==> src/rtl/car_gate_pkg.sv <==
// Shared types and constants for the two-domain clock-enable / reset-release sequencer.
package car_gate_pkg;

    typedef enum logic [2:0] {OFF, PEND, WAKE, ON, IDLE} chan_state_e;

    localparam int CNT_W = 8;

    localparam logic CH1 = 1'b0;
    localparam logic CH2 = 1'b1;

    function automatic int imax(input int a, input int b);
        return (a > b) ? a : b;
    endfunction

endpackage

==> src/rtl/car_gate_ctrl_if.sv <==
// Request/enable bundle between the power/clock manager (master) and the gate sequencer (slave).
interface car_gate_ctrl_if;

    logic req1;
    logic req2;
    logic force_on;
    logic en1;
    logic en2;
    logic ack1;
    logic ack2;
    logic rst_n2_rel;
    logic busy;

    modport master (
        output req1, req2, force_on,
        input  en1, en2, ack1, ack2, rst_n2_rel, busy
    );

    modport slave (
        input  req1, req2, force_on,
        output en1, en2, ack1, ack2, rst_n2_rel, busy
    );

endinterface

==> src/rtl/car_gate_chan.sv <==
// One gated clock channel: OFF/PEND/WAKE/ON/IDLE FSM with wake-settle and idle-timeout counters.
module car_gate_chan
    import car_gate_pkg::*;
#(
    parameter int CNT_W        = car_gate_pkg::CNT_W,
    parameter int IDLE_TIMEOUT = 16
) (
    input  logic             clk1,
    input  logic             rst_n1,
    input  logic             r,
    input  logic             grant,
    input  logic [CNT_W-1:0] wake_len,
    output logic             en,
    output logic             ack,
    output logic             in_wake,
    output logic             pend
);

    localparam logic [CNT_W:0] IDLE_LIM = (CNT_W+1)'(IDLE_TIMEOUT);

    chan_state_e      state, state_nx;
    logic [CNT_W-1:0] wcnt, wcnt_nx, icnt, icnt_nx;
    logic             wake_done, idle_done;

    // Kept apart from the FSM process so the arbiter path has no apparent loop through grant.
    assign pend = r && (state == OFF || state == PEND);

    assign wake_done = ({1'b0, wcnt} + (CNT_W+1)'(1)) >= {1'b0, wake_len};
    // The ON cycle that saw r low plus this cycle are not in icnt, hence +2.
    assign idle_done = ({1'b0, icnt} + (CNT_W+1)'(2)) >= IDLE_LIM;

    always_comb begin
        state_nx = state;
        wcnt_nx  = wcnt;
        icnt_nx  = icnt;
        case (state)
            OFF, PEND: begin
                if (!r)
                    state_nx = OFF;
                else if (grant) begin
                    state_nx = WAKE;
                    wcnt_nx  = '0;
                end else
                    state_nx = PEND;
            end
            WAKE: begin
                if (wake_done) begin
                    state_nx = r ? ON : IDLE;
                    icnt_nx  = '0;
                end else if (wcnt != '1)
                    wcnt_nx = wcnt + CNT_W'(1);
            end
            ON: begin
                if (!r) begin
                    state_nx = IDLE;
                    icnt_nx  = '0;
                end
            end
            IDLE: begin
                if (r) begin
                    state_nx = ON;
                    icnt_nx  = '0;
                end else if (idle_done)
                    state_nx = OFF;
                else if (icnt != '1)
                    icnt_nx = icnt + CNT_W'(1);
            end
            default: state_nx = OFF;
        endcase
    end

    always_ff @(posedge clk1 or negedge rst_n1) begin
        if (!rst_n1) begin
            state   <= OFF;
            wcnt    <= '0;
            icnt    <= '0;
            en      <= 1'b0;
            ack     <= 1'b0;
            in_wake <= 1'b0;
        end else begin
            state   <= state_nx;
            wcnt    <= wcnt_nx;
            icnt    <= icnt_nx;
            en      <= (state_nx == WAKE) || (state_nx == ON) || (state_nx == IDLE);
            ack     <= (state_nx == ON) || (state_nx == IDLE);
            in_wake <= (state_nx == WAKE);
        end
    end

endmodule

==> src/rtl/car_gate_ctrl.sv <==
// Clock-enable and domain-2 reset-release sequencer: one wake slot shared round-robin by two channels.
module car_gate_ctrl
    import car_gate_pkg::*;
#(
    parameter int WAKE_DLY     = 4,
    parameter int IDLE_TIMEOUT = 16,
    parameter int RST_HOLD     = 8,
    parameter int CNT_W        = car_gate_pkg::CNT_W
) (
    input  logic            clk1,
    input  logic            rst_n1,
    car_gate_ctrl_if.slave  bus
);

    localparam logic [CNT_W-1:0] WAKE_LEN  = CNT_W'(WAKE_DLY);
    localparam logic [CNT_W-1:0] FIRST_LEN = CNT_W'(imax(WAKE_DLY, RST_HOLD));

    logic [1:0]            req2_sync;
    logic                  rr_ptr, rel_q, slot_free;
    logic [1:0]            r, grant, en, ack, in_wake, pend;
    logic [1:0][CNT_W-1:0] wake_len;

    assign r[CH1] = bus.req1 | bus.force_on;
    assign r[CH2] = req2_sync[1] | bus.force_on;

    // Contention resolved by the pointer; a lone requester takes the free slot directly.
    assign slot_free   = ~|in_wake;
    assign grant[CH1]  = slot_free & pend[CH1] & (~pend[CH2] | (rr_ptr == CH1));
    assign grant[CH2]  = slot_free & pend[CH2] & (~pend[CH1] | (rr_ptr == CH2));

    // Until domain-2 reset has been released once, its wake also covers the reset hold time.
    assign wake_len[CH1] = WAKE_LEN;
    assign wake_len[CH2] = bus.rst_n2_rel ? WAKE_LEN : FIRST_LEN;

    for (genvar i = 0; i < 2; i++) begin : g_ch
        car_gate_chan #(
            .CNT_W        (CNT_W),
            .IDLE_TIMEOUT (IDLE_TIMEOUT)
        ) u_chan (
            .clk1     (clk1),
            .rst_n1   (rst_n1),
            .r        (r[i]),
            .grant    (grant[i]),
            .wake_len (wake_len[i]),
            .en       (en[i]),
            .ack      (ack[i]),
            .in_wake  (in_wake[i]),
            .pend     (pend[i])
        );
    end

    always_ff @(posedge clk1 or negedge rst_n1) begin
        if (!rst_n1) begin
            req2_sync <= '0;
            rr_ptr    <= CH1;
            rel_q     <= 1'b0;
        end else begin
            req2_sync <= {req2_sync[0], bus.req2};
            rel_q     <= rel_q | ack[CH2];
            if (|grant)
                rr_ptr <= grant[CH1] ? CH2 : CH1;
        end
    end

    assign bus.en1        = en[CH1];
    assign bus.en2        = en[CH2];
    assign bus.ack1       = ack[CH1];
    assign bus.ack2       = ack[CH2];
    assign bus.rst_n2_rel = rel_q | ack[CH2];
    assign bus.busy       = |in_wake;

endmodule

==> src/flat_wrapper.sv <==
// flat-port wrapper written by rule: the top's interface ports become plain ports
module car_gate_ctrl_flat import car_gate_pkg::*;
#(
    parameter int WAKE_DLY     = 4,
    parameter int IDLE_TIMEOUT = 16,
    parameter int RST_HOLD     = 8,
    parameter int CNT_W        = car_gate_pkg::CNT_W
)
  (clk1, rst_n1, bus_req1, bus_req2, bus_force_on, bus_en1, bus_en2, bus_ack1, bus_ack2, bus_rst_n2_rel, bus_busy);
  car_gate_ctrl_if bus_i ();
  input  logic clk1;
  input  logic rst_n1;
  input wire logic [$bits(bus_i.req1)-1:0] bus_req1;
  input wire logic [$bits(bus_i.req2)-1:0] bus_req2;
  input wire logic [$bits(bus_i.force_on)-1:0] bus_force_on;
  output wire logic [$bits(bus_i.en1)-1:0] bus_en1;
  output wire logic [$bits(bus_i.en2)-1:0] bus_en2;
  output wire logic [$bits(bus_i.ack1)-1:0] bus_ack1;
  output wire logic [$bits(bus_i.ack2)-1:0] bus_ack2;
  output wire logic [$bits(bus_i.rst_n2_rel)-1:0] bus_rst_n2_rel;
  output wire logic [$bits(bus_i.busy)-1:0] bus_busy;
  assign bus_i.req1 = bus_req1;
  assign bus_i.req2 = bus_req2;
  assign bus_i.force_on = bus_force_on;
  assign bus_en1 = bus_i.en1;
  assign bus_en2 = bus_i.en2;
  assign bus_ack1 = bus_i.ack1;
  assign bus_ack2 = bus_i.ack2;
  assign bus_rst_n2_rel = bus_i.rst_n2_rel;
  assign bus_busy = bus_i.busy;
  car_gate_ctrl #(.WAKE_DLY(WAKE_DLY), .IDLE_TIMEOUT(IDLE_TIMEOUT), .RST_HOLD(RST_HOLD), .CNT_W(CNT_W)) u_core (.clk1(clk1), .rst_n1(rst_n1), .bus(bus_i));
endmodule
==> config.mk <==
export PLATFORM = sky130hd
export DESIGN_NAME = car_gate_ctrl_flat
export DESIGN_NICKNAME = d
export VERILOG_FILES = /design/src/rtl/car_gate_pkg.sv /design/src/rtl/car_gate_ctrl_if.sv /design/src/rtl/car_gate_chan.sv /design/src/rtl/car_gate_ctrl.sv /design/src/flat_wrapper.sv
export SDC_FILE = /design/constraint.sdc
export NUM_CORES = 1
export LEC_CHECK = 0
export BUFFER_PORTS_ARGS = -buffer_cell sky130_fd_sc_hd__buf_2
export CAP_MARGIN = 20
export CORE_MARGIN = 2
export CORE_UTILIZATION = 65
export DETAILED_ROUTE_END_ITERATION = 16
export PLACE_DENSITY_LB_ADDON = 0.15
export SKIP_CTS_REPAIR_TIMING = 1
export SLEW_MARGIN = 25
export SYNTH_ARGS = -nofsm -noshare
export SYNTH_HDL_FRONTEND = slang
export SYNTH_HIERARCHICAL = 1
export SYNTH_SLANG_ARGS = --single-unit
==> constraint.sdc <==
create_clock -name clk1 -period 5.3 [get_ports clk1]
set_clock_uncertainty 0.1 [all_clocks]
set_input_delay 0.265 -clock clk1 [delete_from_list [all_inputs] [get_ports clk1]]
set_output_delay 0.265 -clock clk1 [all_outputs]
set_load 0.005 [all_outputs]
==> results.ini <==
[global_route]
grt_max_degree=49
grt_util_all_layers=0.2430
antenna_violations_before_repair=0
wire_length_of_the_first_global_routing_pass_um=10140
global_route.overflow_total=0
grt_pass1_vias=2217

[logic_synthesis]
unique_masters_post_synth=44
post_synth_and_or_nand_nor_area_fraction=0.2430
synthesis.area_sq_um=3104
synth_top_family_by_area=simple AND/OR/NAND/NOR gates
ys_warn_count=6
synth.yosys.seq_area_share=0.3869
yosys.area_share.adder=0.09674
post_synth.cell_area_avg_sq_um=8.920
synth_compound_gate_area_share=0.1983
muxShareOfSynthArea=0.007255
synth_register_bits=48
synth_xor_xnor_area_share=0.01693
synth_enable_flop_cells=0
post_synth_inst_count=348
synth_async_sr_flop_share=1.000
synth_ff_type=dfrtp_1

[routing]
routed_wirelength_um=5920
route.detailed.vias_per_inst=5.732
drtPass1Iterations=4
detail_route.wl_per_cell_um=14.03
post_route_drc=0
drt_iter0_markers=161
ant_nets=0
num_vias=2419

[sta]
rsz0062_at_grt=no
transition_at_the_pin_with_the_smallest_max_transition_slack_ps=596.5
finalHoldViolCount=0
period_share=0.5823
timing.slew.headroom=0.6024
maxSlewViolCount=0
tns_ps=0
final.min_clock_period_ps=3086
final-setup-viol-count=0
worst_hold_slack_ps=215.5
fmaxAchievable_mhz=324.0

[worst_setup_path]
critPathMaxFanout=7
cp.arrival_ps=3180
kind_of_end_point_of_the_critical_path=flop
reg2reg_depth=13
critPathRequiredTime_ps=5400
crit-reg2reg-capture=u_core/g_ch[1].u_chan/wcnt[5]
crit_type=reg -> reg
setup_slack_on_the_worst_flop_to_flop_path_ps=2210
critical_path_source_type=flop
reg_to_reg_start=u_core/g_ch[1].u_chan/wcnt[0]
critical_path.startpoint=u_core/g_ch[1].u_chan/wcnt[0]

[min_path]
timing.hold.worst_endpoint=u_core/g_ch[0].u_chan/state[2]
hp-start=bus_req1
worstHoldPathType=in -> reg
min_delay_path_depth=3

[finish]
drive_gt1_frac=0.1250
finish.instance_area_sq_um=3329
fillers=362
flow.area_growth_from_synthesis_pct=7.255
fin_nets=396
antennaDiodeCount=0

[pwr]
cellLeakagePower_nw=1.629
power-per-cell-area_nw_per_um2=399.2
ir_drop_v=0.0001814
post-layout-total-power_mw=1.329

[placed_design]
post_detailed_placement_cell_area_sq_um=3202
place_congestion=0.9181
dpl.hpwl_um=4394
io_buffer_count=10

[cts]
cts_made_buffers=5
clkSlewWorstSetupHoldPaths_ps=90
clock_insertion_delay_at_the_later_pin_of_the_skew_report_ps=300
tritoncts=yes
htree_levels=2
clk_path_buf_depth=2
clock-root-buffer=clkbuf_8
clock_sink_count=48

[floorplan]
die_width_um=73.11
core_rows=25
fp.coreArea_sq_um=4661
dieHeight_um=73.11
floorplan.initialDensity=0.6660
ios=11
dieArea_sq_um=5344

[run_status]
result_of_the_run=complete, no violations

[job]
drv.max_cap_violation_count=0

## power by group
group          internal, mW  leakage, nW  switching, mW
Sequential            0.445        0.621         0.0920
Combinational         0.222        0.952          0.309
Clock                 0.140       0.0552          0.121
## kinds of logic (layout without fill, tap and decap cells)
logic type,count (synthesis),count (layout)
other,2,14
multiplexers,2,2
AO/OA/AOI/OAI,89,89
adder cells (fa/ha/maj),24,24
buffers and inverters,34,42
flip-flops,48,48
AND/OR/NAND/NOR,143,143
XOR/XNOR,6,6
## worst max path at each step
stage                                     to  cells past startpoint  slack, ps
6_report       u_core/g_ch[1].u_chan/wcnt[5]                     13       2210
2_1_floorplan  u_core/g_ch[0].u_chan/wcnt[4]                     14       2500
5_1_grt        u_core/g_ch[1].u_chan/wcnt[1]                     13       1970
3_5_place_dp   u_core/g_ch[1].u_chan/wcnt[3]                     13       2260
3_3_place_gp   u_core/g_ch[1].u_chan/wcnt[1]                     13       2300
4_1_cts        u_core/g_ch[1].u_chan/wcnt[5]                     13       2230
## placed cells by master (no fill, tap or decap), types with 3 or more instances in the layout
| cell type | count |
|---|---|
| dfrtp_1 | 48 |
| a21o_2 | 4 |
| inv_1 | 22 |
| o21a_1 | 4 |
| nand2b_1 | 13 |
| buf_2 | 9 |
| nor3b_1 | 4 |
| nand3_1 | 14 |
| nor2_1 | 25 |
| nand4_1 | 6 |
| o22a_2 | 6 |
| nor3b_2 | 3 |
| and3_1 | 3 |
| o21ai_0 | 24 |
| nand2_1 | 41 |
| xnor2_1 | 4 |
| or2_2 | 9 |
| a21oi_1 | 16 |
| o31ai_1 | 4 |
| clkbuf_8 | 5 |
| a31oi_1 | 4 |
| a21o_1 | 6 |
| or3_1 | 4 |
| conb_1 | 14 |
| ha_1 | 24 |
| a22o_1 | 6 |
| nor2b_1 | 10 |
## synthesized netlist by cell type (3+ instances only)
cell type | instances | area share
o31ai_1 | 4 | 0.0097
a31oi_1 | 4 | 0.0081
nor2_1 | 25 | 0.030
nand2b_1 | 13 | 0.026
nor2b_1 | 10 | 0.020
or2_2 | 9 | 0.018
a21o_1 | 6 | 0.015
clkbuf_1 | 4 | 0.0048
nor3b_1 | 4 | 0.0097
and3_1 | 3 | 0.0060
o21a_1 | 4 | 0.0097
ha_1 | 24 | 0.097
nand4_1 | 6 | 0.012
buf_2 | 6 | 0.0097
nand2_1 | 41 | 0.050
xnor2_1 | 4 | 0.011
a21o_2 | 4 | 0.011
o21ai_0 | 24 | 0.039
or3_1 | 4 | 0.0081
dfrtp_1 | 48 | 0.39
nor3b_2 | 3 | 0.012
o22a_2 | 6 | 0.019
nand3_1 | 14 | 0.023
a21oi_1 | 16 | 0.026
a22o_1 | 6 | 0.017
inv_1 | 22 | 0.027
## registers in the layout, indices dropped and copies added, names as in the netlist
register / count
u_core/req2_sync: 2
u_core/g_ch.u_chan/wcnt: 16
u_core/rel_q: 1
u_core/rr_ptr: 1
u_core/g_ch.u_chan/in_wake: 2
u_core/g_ch.u_chan/state: 6
u_core/g_ch.u_chan/en: 2
u_core/g_ch.u_chan/icnt: 16
u_core/g_ch.u_chan/ack: 2
## final cells by class
| class | instances | area (sq um) | area share |
|---|---|---|---|
| clock inverters | 2 | 35.03 | 0.01052 |
| clock buffers | 6 | 72.57 | 0.02180 |
| flip-flops and latches | 48 | 1201 | 0.3608 |
| inverters | 22 | 82.58 | 0.02480 |
| multi-input cells | 278 | 1798 | 0.5400 |
| well taps | 54 | 67.56 | 0.02029 |
| repair buffers | 12 | 72.57 | 0.02180 |
## through the flow
stage / std cells / setup slack (ps) / util
floorplan: 360 / 2497 / -
global placement: 412 / 2304 / 0.6864
detailed placement: 412 / 2257 / 0.6870
CTS: 420 / 2234 / 0.7101
global route: 422 / 1972 / 0.7144
finish: 422 / 2214 / 0.7144
## layer usage
metal  routed length, um  part of all wire  global-route usage
met1                2861              0.48              0.3372
met2                2825              0.48              0.3944
met3                 144             0.024             0.03729
met4                  88             0.015             0.06996
met5                   0                 0                   0
## critical path: stages, from the launching register on
cell	delay, ps
dfrtp_1	430
ha_1	220
nand3_1	170
inv_1	90
nand3_1	100
or2_2	300
nand2_1	80
ha_1	240
o21a_1	120
o21a_1	180
a21oi_1	210
a31oi_1	160
or2_2	380
a21o_1	200
Note: power is estimated with default switching activity, not from simulation.
